### src/rtl/toggle_pulse_gen.sv
// toggle_pulse_gen: debounced pushbutton to single-cycle T flip-flop enable.
// Optional auto-repeat while held is enabled by defining TOGGLE_REPEAT_EN.
`timescale 1ns/1ps
module toggle_pulse_gen #(
   parameter int DEBOUNCE_CYCLES = 1000000,
   parameter int REPEAT_DELAY    = 50000000,
   parameter int REPEAT_PERIOD   = 20000000
) (
   input  logic       clk,
   input  logic       clear,
   input  logic       btn,
   output logic       t,
   output logic       db_level,
   output logic [7:0] press_cnt
);

   localparam int CW = $clog2(DEBOUNCE_CYCLES);
   localparam logic [CW-1:0] CNT_LAST = CW'(DEBOUNCE_CYCLES - 1);

   typedef enum logic [1:0] {
      IDLE,
      PRESS_CHK,
      HELD,
      REL_CHK
   } state_t;

   state_t        state_q, state_d;
   logic [CW-1:0] cnt_q, cnt_d;
   logic [1:0]    sync_q;
   logic          btn_s;
   logic          t_q;
   logic          db_q, db_d;
   logic [7:0]    press_q;
   logic          fire;

   always_ff @(posedge clk or posedge clear) begin
      if (clear) sync_q <= 2'b00;
      else       sync_q <= {sync_q[0], btn};
   end

   assign btn_s = sync_q[1];

`ifdef TOGGLE_REPEAT_EN
   localparam int RMAX = (REPEAT_DELAY > REPEAT_PERIOD) ?
                         REPEAT_DELAY : REPEAT_PERIOD;
   localparam int RW = $clog2(RMAX + 1);
   localparam logic [RW-1:0] DELAY_LAST  = RW'(REPEAT_DELAY - 1);
   localparam logic [RW-1:0] PERIOD_LAST = RW'(REPEAT_PERIOD - 1);

   logic [RW-1:0] rep_q, rep_d;
   logic          first_q, first_d;
   logic          rep_hit;

   // first_q selects the initial hold delay until the first repeat fires
   always_ff @(posedge clk or posedge clear) begin
      if (clear) begin
         rep_q   <= '0;
         first_q <= 1'b1;
      end else begin
         rep_q   <= rep_d;
         first_q <= first_d;
      end
   end

   assign rep_hit = (rep_q == (first_q ? DELAY_LAST : PERIOD_LAST));
`else
   logic unused_rep;
   assign unused_rep = ^{REPEAT_DELAY, REPEAT_PERIOD};
`endif

   always_comb begin
      state_d = state_q;
      cnt_d   = cnt_q;
      db_d    = db_q;
      fire    = 1'b0;
`ifdef TOGGLE_REPEAT_EN
      rep_d   = rep_q;
      first_d = first_q;
`endif
      unique case (state_q)
         IDLE: begin
            if (btn_s) begin
               state_d = PRESS_CHK;
               cnt_d   = '0;
            end
         end
         PRESS_CHK: begin
            if (!btn_s) begin
               state_d = IDLE;
               cnt_d   = '0;
            end else if (cnt_q == CNT_LAST) begin
               state_d = HELD;
               cnt_d   = '0;
               db_d    = 1'b1;
               fire    = 1'b1;
`ifdef TOGGLE_REPEAT_EN
               rep_d   = '0;
               first_d = 1'b1;
`endif
            end else begin
               cnt_d = cnt_q + CW'(1);
            end
         end
         HELD: begin
            if (!btn_s) begin
               state_d = REL_CHK;
               cnt_d   = '0;
            end
`ifdef TOGGLE_REPEAT_EN
            // never back-to-back with a previous pulse
            else if (rep_hit) begin
               fire    = !t_q;
               rep_d   = '0;
               first_d = 1'b0;
            end else begin
               rep_d = rep_q + RW'(1);
            end
`endif
         end
         REL_CHK: begin
            if (btn_s) begin
               state_d = HELD;
               cnt_d   = '0;
`ifdef TOGGLE_REPEAT_EN
               rep_d   = '0;
               first_d = 1'b1;
`endif
            end else if (cnt_q == CNT_LAST) begin
               state_d = IDLE;
               cnt_d   = '0;
               db_d    = 1'b0;
            end else begin
               cnt_d = cnt_q + CW'(1);
            end
         end
         default: begin
            state_d = IDLE;
            cnt_d   = '0;
         end
      endcase
   end

   always_ff @(posedge clk or posedge clear) begin
      if (clear) begin
         state_q <= IDLE;
         cnt_q   <= '0;
         t_q     <= 1'b0;
         db_q    <= 1'b0;
         press_q <= 8'd0;
      end else begin
         state_q <= state_d;
         cnt_q   <= cnt_d;
         t_q     <= fire;
         db_q    <= db_d;
         if (fire) press_q <= press_q + 8'd1;
      end
   end

   assign t         = t_q;
   assign db_level  = db_q;
   assign press_cnt = press_q;

endmodule

### config.mk
export PLATFORM = sky130hd
export DESIGN_NAME = toggle_pulse_gen
export DESIGN_NICKNAME = d
export VERILOG_FILES = /design/src/rtl/toggle_pulse_gen.sv
export SDC_FILE = /design/constraint.sdc
export NUM_CORES = 1
export LEC_CHECK = 0
export ABC_CLOCK_PERIOD_IN_PS = 2250
export CORE_MARGIN = 2
export CORE_UTILIZATION = 30
export CTS_CLUSTER_DIAMETER = 80
export DETAILED_ROUTE_END_ITERATION = 7
export REMOVE_ABC_BUFFERS = 1
export SKIP_CTS_REPAIR_TIMING = 1
export SLEW_MARGIN = 20
export SYNTH_ARGS = -nofsm -noshare
export SYNTH_HDL_FRONTEND = slang
export SYNTH_SLANG_ARGS = --single-unit
### constraint.sdc
create_clock -name clk -period 2.25 [get_ports clk]
set_input_delay 0.225 -clock clk [delete_from_list [all_inputs] [get_ports clk]]
set_output_delay 0.225 -clock clk [all_outputs]
set_load 0.02 [all_outputs]
==> results.py <==
metrics = {
    "finish": {
        "layout.nets": 199,
        "area_growth_pct": 22.84,
        "multi_input_comb_area_um2": 823.3,
        "finalNonFillerCells": 267,
        "fin_util": 0.3838,
        "fillers": 545,
        "num_antenna_cells": 0,
        "regArea_um2": 850.8,
        "drive_gt1_frac": 0.1436,
    },
    "route": {
        "wirelength_mm": 3.561,
        "drcViolationCount": 0,
        "via_count": 1338,
        "drtPass1Iterations": 4,
        "drtIter0Drc": 60,
        "wl_per_cell_um": 13.34,
        "vias_per_cell": 5.011,
        "drtAntennaViolNets": 0,
    },
    "critical_path": {
        "r2r_setup_slack_ns": 0.15,
        "crit_slowest_cell": "or4b_1",
        "reg2reg_from": "cnt_q[12]$_DFFE_PP0P_",
        "critPathMaxStageDelay_ns": 0.54,
        "reg2reg_to": "cnt_q[2]$_DFFE_PP0P_",
        "path_buf_inv": 1,
        "crit_end": "cnt_q[2]$_DFFE_PP0P_",
        "startpoint_type": "flop",
        "crit_family": "simple AND/OR/NAND/NOR gates",
        "crit_start": "cnt_q[12]$_DFFE_PP0P_",
        "cp.required_ns": 2.44,
        "end_kind": "flop",
        "worstPathMaxFanout": 7,
        "cp_num_cells": 6,
        "worstPathArrival_ns": 2.29,
        "worstSetupPathType": "flop to flop",
        "rr_worst_depth": 6,
        "worstPathCellList": "or4b_1 -> or4_4 -> o21bai_4 -> buf_4 -> o21ai_1 -> a21o_1",
    },
    "placement": {
        "hpwlAfterDp_mm": 2.458,
        "numPortBuffers": 12,
        "dp_cells": 259,
        "place_congestion": 0.7739,
    },
    "synth": {
        "yosysUniqueCellTypes": 43,
        "synth_most_common_cell": "dfrtp_1",
        "synthSimpleGateAreaFrac": 0.2429,
        "synthCells": 172,
        "synthArstFlopShare": 1.000,
        "synth_top_family_by_area": "simple AND/OR/NAND/NOR gates",
        "synth_fa_ha_area_frac": 0.01455,
        "synth-edff-count": 0,
        "avgSynthCellArea_um2": 10.00,
        "yosysSeqAreaShare": 0.4945,
        "yosysTopAreaCell": "dfrtp_1",
        "synthMuxAreaShare": 0.02691,
        "synth-xor-area-share": 0.06109,
        "synth_top_cells_by_area": "dfrtp_1 49%, nand2_1 4.6%, xnor2_1 4.6%",
        "synth-seq-cells": 34,
        "synth_compound_area_frac": 0.1331,
        "synth_ff_type": "dfrtp_1",
        "syn-cell-area_um2": 1720,
        "synthTopCellsByCount": "34 x dfrtp_1, 21 x nand2_1, 13 x nand3_1",
        "synth_warnings": 0,
        "yosys.area.top_type_share": 0.4945,
    },
    "die": {
        "die_w_um": 79.73,
        "start_util": 0.3124,
        "ios": 13,
        "core_area_um2": 5507,
        "dieHeight_um": 79.73,
        "rows": 27,
        "dieArea_um2": 6356,
    },
    "grt": {
        "globalRouteTotalUtil": 0.1284,
        "grt_antenna_before_repair": 0,
        "grt_pass1_vias": 1360,
        "grt_start_max_net_pins": 35,
        "grt_pass1_wl_mm": 6.223,
        "grt_overflow": 0,
    },
    "clocking": {
        "cts_buffers": 5,
        "clk_latency_ns": 0.29,
        "cts_max_level": 2,
        "path_clk_slew_ns": 0.08,
        "clk_path_buf_depth": 2,
        "cts_tree": "yes",
        "cts.sinks": 34,
        "root_buffer": "clkbuf_8",
    },
    "timing": {
        "rsz0062_at_grt": "false",
        "max_freq_mhz": 475.8,
        "fin_crit_ns": 2.102,
        "final.setup.tns_ns": 0,
        "tightest_slew_ns": 0.4441,
        "skew_ns": 0.01415,
        "finalCritPeriodShare": 0.9341,
        "slew_viol_final": 0,
        "timing.hold.ws_ns": 0.3375,
        "finalSetupViolations": 0,
        "report.final.hold_viol_count": 0,
        "slew_headroom": 0.7012,
    },
    "power": {
        "cellPowerDensity_nw_per_um2": 863.0,
        "ir_drop_uv": 293.9,
        "power.leakage_nw": 0.9082,
    },
    "outcome": {
        "status": "finished, final reports clean",
    },
    "job": {
        "drv_cap": 0,
    },
    "hold_path": {
        "hp-class": "input port to asynchronous set/reset pin",
    },
}
## report_power, final
group	total, mW	internal, mW	switching [mW]	leakage, nW
combinational	0.435	0.169	0.267	0.372
clock	0.693	0.472	0.220	0.0714
sequential	0.696	0.651	0.0450	0.465
## routing by layer
layer,vias to the layer above,share of wire,global-route usage,wire [µm]
met1,645,0.46,0.1654,1655
li1,664,-,-,-
met2,21,0.47,0.2017,1688
met5,-,0,0,0
met4,0,0.023,0.05172,82
met3,8,0.038,0.03733,135
## final cells by class
cell class	instances	area share
inverters	3	0.005329
flip-flops and latches	34	0.4026
multi-input cells	128	0.3896
well taps	72	0.04263
clock buffers	6	0.03908
clock inverters	2	0.02842
repair buffers	22	0.09236
## registers in the layout, indices dropped and copies added (netlist names), named ones only
signal     count
cnt_q         20
db_level       1
press_cnt      8
state_q        1
sync_q         2
t              1
## worst reg2reg max path, stage by stage, from the launching register on
cell and delay (ns):
dfrtp_1 0.43, or4b_1 0.54, or4_4 0.48, o21bai_4 0.15, buf_4 0.16, o21ai_1 0.06, a21o_1 0.18
## cells in the final DEF, fill, tap and decap left out, drive strengths merged, types with 4 or more instances in the layout
| cell type | instances |
|---|---|
| and3 | 8 |
| buf | 10 |
| xnor2 | 9 |
| o21ai | 8 |
| nand2 | 21 |
| dfrtp | 34 |
| nand4 | 5 |
| clkbuf | 6 |
| a31oi | 8 |
| a21oi | 8 |
| nand2b | 5 |
| nand3 | 13 |
| nor2 | 5 |
| nor3 | 4 |
| clkdlybuf4s50 | 12 |
## worst min path at each step
stage,end,slack (ns)
final,cnt_q[14]$_DFFE_PP0P_,0.34
after detailed placement,sync_q[1]$_DFF_PP0_,0.34
after CTS,cnt_q[2]$_DFFE_PP0P_,0.35
after floorplan,sync_q[0]$_DFF_PP0_,0.26
after global routing,sync_q[1]$_DFF_PP0_,0.38
after global placement,sync_q[1]$_DFF_PP0_,0.34
## through the flow
step	area [µm²]	total power [mW]	worst slack, ns
2_1_floorplan	1685	0.9848	0.03805
3_3_place_gp	1971	1.138	0.1797
3_5_place_dp	1971	1.142	0.1543
4_1_cts	2113	1.850	0.1475
5_1_grt	2113	1.951	0.03347
6_report	2113	1.824	0.1482
## kinds of logic after synthesis
group | after synthesis
buf+inv | 10
xor+xnor | 12
compound gates | 35
mux | 4
simple gates | 75
fa+ha+maj | 2
flops | 34
No activity file was read; power rests on OpenSTA's default activity.
